### src/rtl/lq_pkg.sv
`default_nettype none
// ============================================================================
// Module   : lq_pkg
// Brief    : Shared types and width constants for the load queue.
// Revision : 1.0
// ============================================================================
package lq_pkg;

   localparam int LQ_ADDR_W    = 32;
   localparam int LQ_DATA_W    = 32;
   // Stored tag width; covers any ROB_DEPTH up to 256 and is sliced at the ports
   localparam int LQ_TAG_MAX_W = 8;

   typedef enum logic [1:0] {
      LQ_FREE   = 2'd0,
      LQ_WAIT   = 2'd1,
      LQ_ISSUED = 2'd2
   } lq_state_e;

   typedef struct packed {
      lq_state_e               state;
      logic [LQ_ADDR_W-1:0]    addr;
      logic [LQ_TAG_MAX_W-1:0] rob_ix;
   } lq_entry_t;

   localparam lq_entry_t LQ_ENTRY_RESET = '{state: LQ_FREE, addr: '0, rob_ix: '0};

endpackage
`default_nettype wire

### src/rtl/load_queue_if.sv
`default_nettype none
// ============================================================================
// Module   : load_queue_if
// Brief    : Alloc, memory request/response, writeback and ROB export bundle.
// Revision : 1.0
// ============================================================================
interface load_queue_if #(
   parameter int LQ_DEPTH  = 4,
   parameter int ROB_DEPTH = 8
);
   import lq_pkg::*;

   localparam int ROB_IX_W = $clog2(ROB_DEPTH);
   localparam int CNT_W    = $clog2(LQ_DEPTH + 1);

   logic                          flush_in;
   logic                          alloc_valid_in;
   logic [LQ_ADDR_W-1:0]          alloc_addr_in;
   logic [ROB_IX_W-1:0]           alloc_rob_ix_in;
   logic                          alloc_ready_out;
   logic [ROB_DEPTH-1:0]          can_load_mask_in;
   logic                          mem_req_valid_out;
   logic                          mem_req_ready_in;
   logic [LQ_ADDR_W-1:0]          mem_req_addr_out;
   logic [ROB_IX_W-1:0]           mem_req_rob_ix_out;
   logic                          mem_resp_valid_in;
   logic [ROB_IX_W-1:0]           mem_resp_rob_ix_in;
   logic [LQ_DATA_W-1:0]          mem_resp_data_in;
   logic                          wb_valid_out;
   logic [ROB_IX_W-1:0]           wb_rob_ix_out;
   logic [LQ_DATA_W-1:0]          wb_data_out;
   logic [LQ_ADDR_W*LQ_DEPTH-1:0] lq_addr_flat_out;
   logic [ROB_IX_W*LQ_DEPTH-1:0]  lq_rob_ix_flat_out;
   logic [LQ_DEPTH-1:0]           lq_valid_flat_out;
   logic [CNT_W-1:0]              occupancy_out;

   modport master (
      output flush_in, alloc_valid_in, alloc_addr_in, alloc_rob_ix_in,
             can_load_mask_in, mem_req_ready_in,
             mem_resp_valid_in, mem_resp_rob_ix_in, mem_resp_data_in,
      input  alloc_ready_out, mem_req_valid_out, mem_req_addr_out, mem_req_rob_ix_out,
             wb_valid_out, wb_rob_ix_out, wb_data_out,
             lq_addr_flat_out, lq_rob_ix_flat_out, lq_valid_flat_out, occupancy_out
   );

   modport slave (
      input  flush_in, alloc_valid_in, alloc_addr_in, alloc_rob_ix_in,
             can_load_mask_in, mem_req_ready_in,
             mem_resp_valid_in, mem_resp_rob_ix_in, mem_resp_data_in,
      output alloc_ready_out, mem_req_valid_out, mem_req_addr_out, mem_req_rob_ix_out,
             wb_valid_out, wb_rob_ix_out, wb_data_out,
             lq_addr_flat_out, lq_rob_ix_flat_out, lq_valid_flat_out, occupancy_out
   );

endinterface
`default_nettype wire

### src/rtl/lq_age_matrix.sv
`default_nettype none
// ============================================================================
// Module   : lq_age_matrix
// Brief    : Allocation-order age matrix; picks the oldest eligible entry.
//            Only built when LQ_OLDEST_FIRST_EN is defined.
// Revision : 1.0
// ============================================================================
`ifdef LQ_OLDEST_FIRST_EN
module lq_age_matrix #(
   parameter int LQ_DEPTH = 4
) (
   input  wire logic                clk_in,
   input  wire logic                rst_in,
   input  wire logic [LQ_DEPTH-1:0] alloc_oh_in,
   input  wire logic [LQ_DEPTH-1:0] eligible_in,
   output logic      [LQ_DEPTH-1:0] oldest_oh_out
);

   // older_q[i][j] set: entry i was allocated before entry j
   logic [LQ_DEPTH-1:0] older_q [LQ_DEPTH];
   logic [LQ_DEPTH-1:0] older_d [LQ_DEPTH];

   always_comb begin : p_next
      older_d = older_q;
      for (int k = 0; k < LQ_DEPTH; k++) begin
         if (alloc_oh_in[k]) begin
            older_d[k] = '0;
            for (int j = 0; j < LQ_DEPTH; j++) begin
               if (j != k) older_d[j][k] = 1'b1;
            end
         end
      end
   end

   always_comb begin : p_oldest
      oldest_oh_out = '0;
      for (int i = 0; i < LQ_DEPTH; i++) begin
         logic blocked;
         blocked = 1'b0;
         for (int j = 0; j < LQ_DEPTH; j++) begin
            if (eligible_in[j] && older_q[j][i]) blocked = 1'b1;
         end
         oldest_oh_out[i] = eligible_in[i] && !blocked;
      end
   end

   always_ff @(posedge clk_in or posedge rst_in) begin : p_regs
      if (rst_in) begin
         for (int i = 0; i < LQ_DEPTH; i++) older_q[i] <= '0;
      end else begin
         older_q <= older_d;
      end
   end

endmodule
`endif
`default_nettype wire

### src/rtl/load_queue.sv
`default_nettype none
// ============================================================================
// Module   : load_queue
// Brief    : Tagged load queue: alloc, issue when the ROB allows, writeback.
//            Define LQ_OLDEST_FIRST_EN for oldest-first issue selection.
// Revision : 1.0
// ============================================================================
module load_queue
   import lq_pkg::*;
#(
   parameter int LQ_DEPTH  = 4,
   parameter int ROB_DEPTH = 8
) (
   input wire logic  clk_in,
   input wire logic  rst_in,
   load_queue_if.slave bus
);

   localparam int ROB_IX_W = $clog2(ROB_DEPTH);
   localparam int CNT_W    = $clog2(LQ_DEPTH + 1);

   lq_entry_t            entries_q [LQ_DEPTH];
   lq_entry_t            entries_d [LQ_DEPTH];
   logic                 wb_valid_q, wb_valid_d;
   logic [ROB_IX_W-1:0]  wb_rob_ix_q, wb_rob_ix_d;
   logic [LQ_DATA_W-1:0] wb_data_q, wb_data_d;

   logic [LQ_DEPTH-1:0]  free_vec, eligible_vec, resp_oh, alloc_oh, sel_oh, issue_oh;
   logic [LQ_ADDR_W-1:0] req_addr;
   logic [ROB_IX_W-1:0]  req_rob_ix;
   logic [CNT_W-1:0]     occ;

   function automatic logic [LQ_DEPTH-1:0] lowest_oh(input logic [LQ_DEPTH-1:0] v);
      return v & (~v + LQ_DEPTH'(1));
   endfunction

   always_comb begin : p_decode
      free_vec     = '0;
      eligible_vec = '0;
      resp_oh      = '0;
      for (int i = 0; i < LQ_DEPTH; i++) begin
         free_vec[i] = (entries_q[i].state == LQ_FREE);
         // Mask is indexed by ROB tag, not by queue row
         for (int r = 0; r < ROB_DEPTH; r++) begin
            if (entries_q[i].state == LQ_WAIT && entries_q[i].rob_ix == LQ_TAG_MAX_W'(r)
                && bus.can_load_mask_in[r])
               eligible_vec[i] = 1'b1;
         end
         resp_oh[i] = bus.mem_resp_valid_in && (entries_q[i].state == LQ_ISSUED)
                      && (entries_q[i].rob_ix == LQ_TAG_MAX_W'(bus.mem_resp_rob_ix_in));
      end
   end

   assign alloc_oh = (bus.alloc_valid_in && !bus.flush_in) ? lowest_oh(free_vec) : '0;

`ifdef LQ_OLDEST_FIRST_EN
   lq_age_matrix #(.LQ_DEPTH(LQ_DEPTH)) u_age (
      .clk_in        (clk_in),
      .rst_in        (rst_in),
      .alloc_oh_in   (alloc_oh),
      .eligible_in   (eligible_vec),
      .oldest_oh_out (sel_oh)
   );
`else
   assign sel_oh = lowest_oh(eligible_vec);
`endif

   assign issue_oh = bus.mem_req_ready_in ? sel_oh : '0;

   always_comb begin : p_outputs
      req_addr               = '0;
      req_rob_ix             = '0;
      occ                    = '0;
      bus.lq_addr_flat_out   = '0;
      bus.lq_rob_ix_flat_out = '0;
      for (int i = 0; i < LQ_DEPTH; i++) begin
         if (sel_oh[i]) begin
            req_addr   = req_addr | entries_q[i].addr;
            req_rob_ix = req_rob_ix | entries_q[i].rob_ix[ROB_IX_W-1:0];
         end
         occ = occ + CNT_W'(!free_vec[i]);
         bus.lq_addr_flat_out[LQ_ADDR_W*i +: LQ_ADDR_W] = entries_q[i].addr;
         bus.lq_rob_ix_flat_out[ROB_IX_W*i +: ROB_IX_W] = entries_q[i].rob_ix[ROB_IX_W-1:0];
      end
   end

   assign bus.alloc_ready_out    = |free_vec;
   assign bus.mem_req_valid_out  = |eligible_vec;
   assign bus.mem_req_addr_out   = req_addr;
   assign bus.mem_req_rob_ix_out = req_rob_ix;
   assign bus.lq_valid_flat_out  = ~free_vec;
   assign bus.occupancy_out      = occ;
   assign bus.wb_valid_out       = wb_valid_q;
   assign bus.wb_rob_ix_out      = wb_rob_ix_q;
   assign bus.wb_data_out        = wb_data_q;

   always_comb begin : p_next
      entries_d   = entries_q;
      wb_valid_d  = 1'b0;
      wb_rob_ix_d = wb_rob_ix_q;
      wb_data_d   = wb_data_q;
      if (bus.flush_in) begin
         for (int i = 0; i < LQ_DEPTH; i++) entries_d[i] = LQ_ENTRY_RESET;
      end else begin
         // Response, issue and alloc always target distinct rows
         for (int i = 0; i < LQ_DEPTH; i++) begin
            if (resp_oh[i])  entries_d[i] = LQ_ENTRY_RESET;
            if (issue_oh[i]) entries_d[i].state = LQ_ISSUED;
            if (alloc_oh[i])
               entries_d[i] = '{state:  LQ_WAIT,
                                addr:   bus.alloc_addr_in,
                                rob_ix: LQ_TAG_MAX_W'(bus.alloc_rob_ix_in)};
         end
         if (|resp_oh) begin
            wb_valid_d  = 1'b1;
            wb_rob_ix_d = bus.mem_resp_rob_ix_in;
            wb_data_d   = bus.mem_resp_data_in;
         end
      end
   end

   always_ff @(posedge clk_in or posedge rst_in) begin : p_regs
      if (rst_in) begin
         for (int i = 0; i < LQ_DEPTH; i++) entries_q[i] <= LQ_ENTRY_RESET;
         wb_valid_q  <= 1'b0;
         wb_rob_ix_q <= '0;
         wb_data_q   <= '0;
      end else begin
         entries_q   <= entries_d;
         wb_valid_q  <= wb_valid_d;
         wb_rob_ix_q <= wb_rob_ix_d;
         wb_data_q   <= wb_data_d;
      end
   end

endmodule
`default_nettype wire

### src/flat_wrapper.sv
// flat-port wrapper written by rule: the top's interface ports become plain ports
module load_queue_flat import lq_pkg::*;
#(
   parameter int LQ_DEPTH  = 4,
   parameter int ROB_DEPTH = 8
)
  (clk_in, rst_in, bus_flush_in, bus_alloc_valid_in, bus_alloc_addr_in, bus_alloc_rob_ix_in, bus_can_load_mask_in, bus_mem_req_ready_in, bus_mem_resp_valid_in, bus_mem_resp_rob_ix_in, bus_mem_resp_data_in, bus_alloc_ready_out, bus_mem_req_valid_out, bus_mem_req_addr_out, bus_mem_req_rob_ix_out, bus_wb_valid_out, bus_wb_rob_ix_out, bus_wb_data_out, bus_lq_addr_flat_out, bus_lq_rob_ix_flat_out, bus_lq_valid_flat_out, bus_occupancy_out);
  load_queue_if #(.LQ_DEPTH(LQ_DEPTH), .ROB_DEPTH(ROB_DEPTH)) bus_i ();
  input wire logic clk_in;
  input wire logic rst_in;
  input wire logic [$bits(bus_i.flush_in)-1:0] bus_flush_in;
  input wire logic [$bits(bus_i.alloc_valid_in)-1:0] bus_alloc_valid_in;
  input wire logic [$bits(bus_i.alloc_addr_in)-1:0] bus_alloc_addr_in;
  input wire logic [$bits(bus_i.alloc_rob_ix_in)-1:0] bus_alloc_rob_ix_in;
  input wire logic [$bits(bus_i.can_load_mask_in)-1:0] bus_can_load_mask_in;
  input wire logic [$bits(bus_i.mem_req_ready_in)-1:0] bus_mem_req_ready_in;
  input wire logic [$bits(bus_i.mem_resp_valid_in)-1:0] bus_mem_resp_valid_in;
  input wire logic [$bits(bus_i.mem_resp_rob_ix_in)-1:0] bus_mem_resp_rob_ix_in;
  input wire logic [$bits(bus_i.mem_resp_data_in)-1:0] bus_mem_resp_data_in;
  output wire logic [$bits(bus_i.alloc_ready_out)-1:0] bus_alloc_ready_out;
  output wire logic [$bits(bus_i.mem_req_valid_out)-1:0] bus_mem_req_valid_out;
  output wire logic [$bits(bus_i.mem_req_addr_out)-1:0] bus_mem_req_addr_out;
  output wire logic [$bits(bus_i.mem_req_rob_ix_out)-1:0] bus_mem_req_rob_ix_out;
  output wire logic [$bits(bus_i.wb_valid_out)-1:0] bus_wb_valid_out;
  output wire logic [$bits(bus_i.wb_rob_ix_out)-1:0] bus_wb_rob_ix_out;
  output wire logic [$bits(bus_i.wb_data_out)-1:0] bus_wb_data_out;
  output wire logic [$bits(bus_i.lq_addr_flat_out)-1:0] bus_lq_addr_flat_out;
  output wire logic [$bits(bus_i.lq_rob_ix_flat_out)-1:0] bus_lq_rob_ix_flat_out;
  output wire logic [$bits(bus_i.lq_valid_flat_out)-1:0] bus_lq_valid_flat_out;
  output wire logic [$bits(bus_i.occupancy_out)-1:0] bus_occupancy_out;
  assign bus_i.flush_in = bus_flush_in;
  assign bus_i.alloc_valid_in = bus_alloc_valid_in;
  assign bus_i.alloc_addr_in = bus_alloc_addr_in;
  assign bus_i.alloc_rob_ix_in = bus_alloc_rob_ix_in;
  assign bus_i.can_load_mask_in = bus_can_load_mask_in;
  assign bus_i.mem_req_ready_in = bus_mem_req_ready_in;
  assign bus_i.mem_resp_valid_in = bus_mem_resp_valid_in;
  assign bus_i.mem_resp_rob_ix_in = bus_mem_resp_rob_ix_in;
  assign bus_i.mem_resp_data_in = bus_mem_resp_data_in;
  assign bus_alloc_ready_out = bus_i.alloc_ready_out;
  assign bus_mem_req_valid_out = bus_i.mem_req_valid_out;
  assign bus_mem_req_addr_out = bus_i.mem_req_addr_out;
  assign bus_mem_req_rob_ix_out = bus_i.mem_req_rob_ix_out;
  assign bus_wb_valid_out = bus_i.wb_valid_out;
  assign bus_wb_rob_ix_out = bus_i.wb_rob_ix_out;
  assign bus_wb_data_out = bus_i.wb_data_out;
  assign bus_lq_addr_flat_out = bus_i.lq_addr_flat_out;
  assign bus_lq_rob_ix_flat_out = bus_i.lq_rob_ix_flat_out;
  assign bus_lq_valid_flat_out = bus_i.lq_valid_flat_out;
  assign bus_occupancy_out = bus_i.occupancy_out;
  load_queue #(.LQ_DEPTH(LQ_DEPTH), .ROB_DEPTH(ROB_DEPTH)) u_core (.clk_in(clk_in), .rst_in(rst_in), .bus(bus_i));
endmodule
### config.mk
export PLATFORM = sky130hd
export DESIGN_NAME = load_queue_flat
export DESIGN_NICKNAME = d
export VERILOG_FILES = /design/src/rtl/lq_pkg.sv /design/src/rtl/load_queue_if.sv /design/src/rtl/lq_age_matrix.sv /design/src/rtl/load_queue.sv /design/src/flat_wrapper.sv
export SDC_FILE = /design/constraint.sdc
export NUM_CORES = 1
export LEC_CHECK = 0
export CORE_MARGIN = 5
export CORE_UTILIZATION = 43
export DETAILED_ROUTE_END_ITERATION = 7
export GPL_TIMING_DRIVEN = 0
export PLACE_DENSITY_LB_ADDON = 0.05
export SLEW_MARGIN = 25
export SYNTH_ARGS = -nofsm -noshare
export SYNTH_HDL_FRONTEND = slang
export SYNTH_SLANG_ARGS = --single-unit
export TNS_END_PERCENT = 20
### constraint.sdc
create_clock -name clk_in -period 6.4 [get_ports clk_in]
set_input_delay 1.92 -clock clk_in [delete_from_list [all_inputs] [get_ports clk_in]]
set_output_delay 1.92 -clock clk_in [all_outputs]
set_load 0.1 [all_outputs]
* Word-level counts from Yosys, hierarchy flattened
Index checks and enable logic that the tools add are counted.
** Operators by class
- $add $sub $neg :: 5
- Eq/ne operators :: 40
- Mux-type cells :: 57
- Bitwise gates (word level) :: 11
- Reductions and logical operators :: 98
** Operators by type and width (count)
- $mux 42 :: 8
- $mux 168 :: 1
- $eq 8x3->1 const B :: 16
- $mux 32 :: 4
- $or 32x32->32 :: 3
- $logic_and 1x1->1 :: 73
- $eq 8x2->1 const B :: 8
- $mux 1 :: 34
- $eq 8x1->1 const B :: 4
- $eq 8x3->1 :: 4
- $logic_not 8->1 :: 4
- $reduce_bool 4->1 :: 4
- $mux 3 :: 4
- $reduce_bool 3->1 :: 4
- $reduce_or 4->1 :: 3
- $or 3x3->3 :: 3
- $add 4x1->4 const B :: 2
- $and 4x4->4 :: 2
- $eq 2x1->1 const B :: 4
- $eq 2x2->1 const B :: 4
- $logic_not 2->1 :: 4
- $mux 2 :: 4
- $mux 4 :: 2
- $not 4->4 :: 2
- 5 further kinds :: 10
** Storage, ports and cells
- Bits in registers :: 204
- Output and inout bits :: 220

* Logic depth before layout (Yosys ltp)
- Word-level depth :: 21
- Depth in mapped cells :: 10

* Worst setup path before layout
OpenSTA, ideal clock, no wires.
- Kind :: in2out
- Start :: in bus_can_load_mask_in[3]
- End :: out bus_mem_req_rob_ix_out[0]
- Arrival :: 4489 ps
- Required time :: 4480 ps
- Setup slack :: -9 ps
- Stages on the path :: 6
- Path buffers :: 1
- Cells stage by stage :: mux4_1 > nor2b_1 > nor4_2 > clkbuf_2 > nand3_1 > o211ai_1
** On the way
- Longest elaborated chain between the ends :: 16
- Elaborated cells on any way between the ends :: 34
- Classes of those cells :: add/sub: 1; mux: 24; bitwise: 5; reduce/logical: 4
** RTL lines
- start, declared :: line flat_wrapper.sv:15 : input wire logic [$bits(bus_i.can_load_mask_in)-1:0] bus_can_load_mask_in;
- $logic_and 1x1->1 :: line load_queue.sv:46 : && bus.can_load_mask_in[r])
- $mux 1 (5 in series) :: line load_queue.sv:45 : if (entries_q[i].state == LQ_WAIT && entries_q[i].rob_ix == LQ_TAG_MAX_W'(r)
- $not 4->4 :: line load_queue.sv:34 : return v & (~v + LQ_DEPTH'(1));
- $add 4x1->4 :: line load_queue.sv:34
- $and 4x4->4 * :: line load_queue.sv:34
- $mux 3 :: line load_queue.sv:77 : if (sel_oh[i]) begin
- $or 3x3->3 :: line load_queue.sv:79 : req_rob_ix = req_rob_ix | entries_q[i].rob_ix[ROB_IX_W-1:0];
- $mux 3 :: line load_queue.sv:77
- $or 3x3->3 :: line load_queue.sv:79
- $mux 3 :: line load_queue.sv:77
- $or 3x3->3 :: line load_queue.sv:79
- $mux 3 * :: line load_queue.sv:77
- end, declared :: line flat_wrapper.sv:23 : output wire logic [$bits(bus_i.mem_req_rob_ix_out)-1:0] bus_mem_req_rob_ix_out;
Every way passes the cells marked *; elsewhere a longest branch is shown, timed or not.

* Worst setup path in the final report
- Start :: in bus_can_load_mask_in[5]
- End :: out bus_mem_req_addr_out[14]
** On the way
- Longest elaborated chain between the ends :: 14
- Elaborated cells on any way between the ends :: 26
- Classes of those cells :: add/sub: 1; mux: 16; bitwise: 5; reduce/logical: 4
** RTL lines
- $logic_and 1x1->1 :: line load_queue.sv:46
- $mux 1 (3 in series) :: line load_queue.sv:45
- $not 4->4 :: line load_queue.sv:34
- $add 4x1->4 :: line load_queue.sv:34
- $and 4x4->4 * :: line load_queue.sv:34
- $mux 32 :: line load_queue.sv:77
- $or 32x32->32 :: line load_queue.sv:78 : req_addr = req_addr | entries_q[i].addr;
- $mux 32 :: line load_queue.sv:77
- $or 32x32->32 :: line load_queue.sv:78
- $mux 32 :: line load_queue.sv:77
- $or 32x32->32 :: line load_queue.sv:78
- $mux 32 * :: line load_queue.sv:77
- end, declared :: line flat_wrapper.sv:22 : output wire logic [$bits(bus_i.mem_req_addr_out)-1:0] bus_mem_req_addr_out;
Marks and branches as above.

==> flow_summary.toml <==
[logic_synthesis]
synth_area_leaders = "dfrtp_1 47%, a22o_1 13%, buf_4 11%"
syn_area_sq_um = 9790
async_flop_share_pct = 100
ys_warn_count = 0
syn_nets = 922
synth-seq-cells = 184
synth_commonest_cells = "184 x dfrtp_1, 140 x a22o_1, 140 x buf_4, 52 x clkbuf_1, 36 x nor3b_1"
netlist.area_leader.share_pct = 47.0
syn_inst = 834
synth.avg_cell_area_sq_um = 11.7
ys_seq_area_share_pct = 47.0
synth_largest_area_cell = "dfrtp_1"
synth_most_common_cell = "dfrtp_1"
synth_cell_type_count = 55
ys.flop_type = "dfrtp_1"
synth_edf_count = 0

[floorplan]
die_h_microns = 161
core_sq_um = 22500
ios = 304
initial_core_util_pct = 43.5
die_w_microns = 161
row_count = 55
die-area_sq_um = 25900

[clock_network]
cts_hold_buf = 0
cts_tree = "built"
cts_max_path_buffers = 2
h-tree-depth = 4
clk_pin_slew_ns = 0.08
clock-sinks = 184
cts_made_buffers = 17
clock_latency_ns = 0.43
cts-root-buf = "clkbuf_16"

[routing]
drc = 0
ant_nets = 0
drt_iter0_markers = 537
dr_total_vias = 8098
drt_pass1_iterations = 5
wire_per_inst_microns = 22.9
viasPerCell = 5.53
wl_mm = 33.5

[sta]
rsz0062_at_grt = "true"
period_share_pct = 99.2
max-slew-margin-rel_pct = 29.6
postLayoutSetupSlackWorst_ns = 0.0543
fmax_mhz = 158
tightest_slew_ns = 1.05
hold_viol_final = 0
period_minus_slack_ns = 6.35
setup_viol = 0
final-max-slew-violation-count = 0
skew_ns = 0.0115

[setup_path]
endpoint = "bus_mem_req_addr_out[14]"
arrival_ns = 4.43
reg2reg_depth = 9
startpoint = "bus_can_load_mask_in[5]"
crit_fanout = 10
critPathTopFamily = "buffers and inverters"
cp-end-kind = "output port"
r2r_setup_slack_ns = 3.19
cp_slowest_stage_delay_ns = 0.55
worstPathRequired_ns = 4.48
worstSetupStartpointType = "input port"
reg2reg_to = "u_core.bus.lq_addr_flat_out[67]"
path_buf_inv = 4
critPathSlowestCell = "mux4_2"
timing.rr.start = "u_core.entries_q[166]"
critPathKind = "input port to output port"
path_common_cell = "buf_2"
cp.depth = 7
crit_path_cell_trace = "clkdlybuf4s50_1, mux4_2, a22oi_2, buf_2, buf_2, o32a_1, buf_4"

[layout]
utilization_pct = 62.1
drive_above_1_share_pct = 26.9
layoutNonFillerInstCount = 1464
fin_nets = 1254
diodes = 0
area_growth_pct = 42.7

[global_route]
grt_use_total_pct = 25.6
antenna_found_initial = 0
grt_pass1_wl_mm = 51.5
grt_pass1_vias = 8531
grt.overflow.total = 0
grt_max_degree = 31

[placed_design]
io_buffers = 299
hpwl_mm = 24.0
dp_slack_ns = -1.15
gp_congestion = 0.859
place_inst = 1425

[power]
peakVddDrop_mv = 0.178
power.density_nw_per_um2 = 267
leakagePower_nw = 6.55

[run_status]
status = "completed"

[job]
maxCapViolCount = 0

[hold_path]
hp-class = "flop to flop"
[sequential cells by signal (all words and copies together), names as in the netlist]
signal / flops
u_core.bus.lq_addr_flat_out: 128
u_core.bus.lq_rob_ix_flat_out: 12
u_core.bus.wb_data_out: 32
u_core.bus.wb_rob_ix_out: 3
u_core.bus.wb_valid_out: 1
u_core.entries_q: 8
[area by class of cell]
type | count | area [sq um]
timing repair buffer | 312 | 3140
sequential | 184 | 4600
fill | 1883 | 8530
clock inverter | 13 | 114
multi-input combinational | 429 | 3870
tap | 285 | 357
clock buffer | 19 | 433
buffer | 212 | 1420
inverter | 10 | 41.3
[per-stage QoR]
stage                     TNS (ns)  hold slack [ns]  area [sq um]  total power (W)
final                            0            0.509         14000          0.00373
after global routing       -0.0118            0.526         14000          0.00385
after floorplan            -0.0187            0.481          9800          0.00235
after CTS                  -0.0590            0.512         13900          0.00373
after global placement      -52.73            0.490         13100          0.00272
after detailed placement    -38.34            0.494         13300          0.00273
[cells in the final DEF, fill, tap and decap left out, types with 15 or more instances in the layout]
master	n
dfrtp_1	184
nor3b_1	35
clkbuf_16	17
clkdlybuf4s50_1	259
a22o_1	140
mux2_4	29
nand2_1	15
o32a_1	33
a21o_1	34
clkbuf_1	39
buf_4	177
and4_1	34
[cells by family (layout without fill, tap and decap cells)]
kind of cell / after synthesis / after routing / synth area share [%]
fa+ha+maj: 4 / 4 / 0.588
simple gates: 137 / 138 / 9.56
buf+inv: 222 / 566 / 14.4
xor+xnor: 12 / 12 / 1.07
mux: 48 / 48 / 7.04
compound gates: 227 / 227 / 20.3
flops: 184 / 184 / 47.0
[power breakdown]
group | switching (W) | internal [W] | total [W] | leakage, nW
clock network | 0.000500 | 0.000510 | 0.00101 | 0.249
registers | 0.0000579 | 0.00123 | 0.00129 | 2.53
logic | 0.00103 | 0.000402 | 0.00143 | 3.77
total | 0.00159 | 0.00214 | 0.00373 | 6.55
[layer usage]
| layer | GRT usage, % | share of wire [%] | up-vias |
|---|---|---|---|
| met5 | 0 | 0 | - |
| met4 | 6.75 | 2.1 | 0 |
| met3 | 6.85 | 7.2 | 42 |
| met2 | 40.4 | 47 | 323 |
| met1 | 35.0 | 44 | 4078 |
| li1 | - | - | 3655 |
[worst min path at each step]
| stage | to | slack [ns] | startpoint | cells after the start |
|---|---|---|---|---|
| after floorplan | u_core.bus.lq_addr_flat_out[64] | 0.48 | u_core.bus.lq_addr_flat_out[64] | 1 |
| after global placement | u_core.bus.wb_data_out[19] | 0.49 | u_core.bus.wb_data_out[19] | 1 |
| after detailed placement | u_core.bus.wb_data_out[16] | 0.49 | u_core.bus.wb_data_out[16] | 1 |
| after CTS | u_core.bus.wb_data_out[16] | 0.51 | u_core.bus.wb_data_out[16] | 1 |
| after global routing | u_core.bus.wb_data_out[12] | 0.53 | u_core.bus.wb_data_out[12] | 1 |
| final | u_core.bus.wb_data_out[16] | 0.51 | u_core.bus.wb_data_out[16] | 1 |
[worst register-to-register path: stages, from the launching register on]
cell	delay, ns
dfrtp_1	0.47
or2_2	0.21
ha_1	0.22
inv_1	0.07
nor3_2	0.84
nor2_1	0.12
and2_1	0.20
clkbuf_1	0.28
clkbuf_1	0.40
a22o_1	0.29
[timing repair]
item,4_1_cts,5_1_grt
gates resized for setup,241,31
cloned,1,0
buffers inserted,4,2
setup endpoints to repair,36,36
pin swaps,3,2
(Power assumes the default switching activity.)
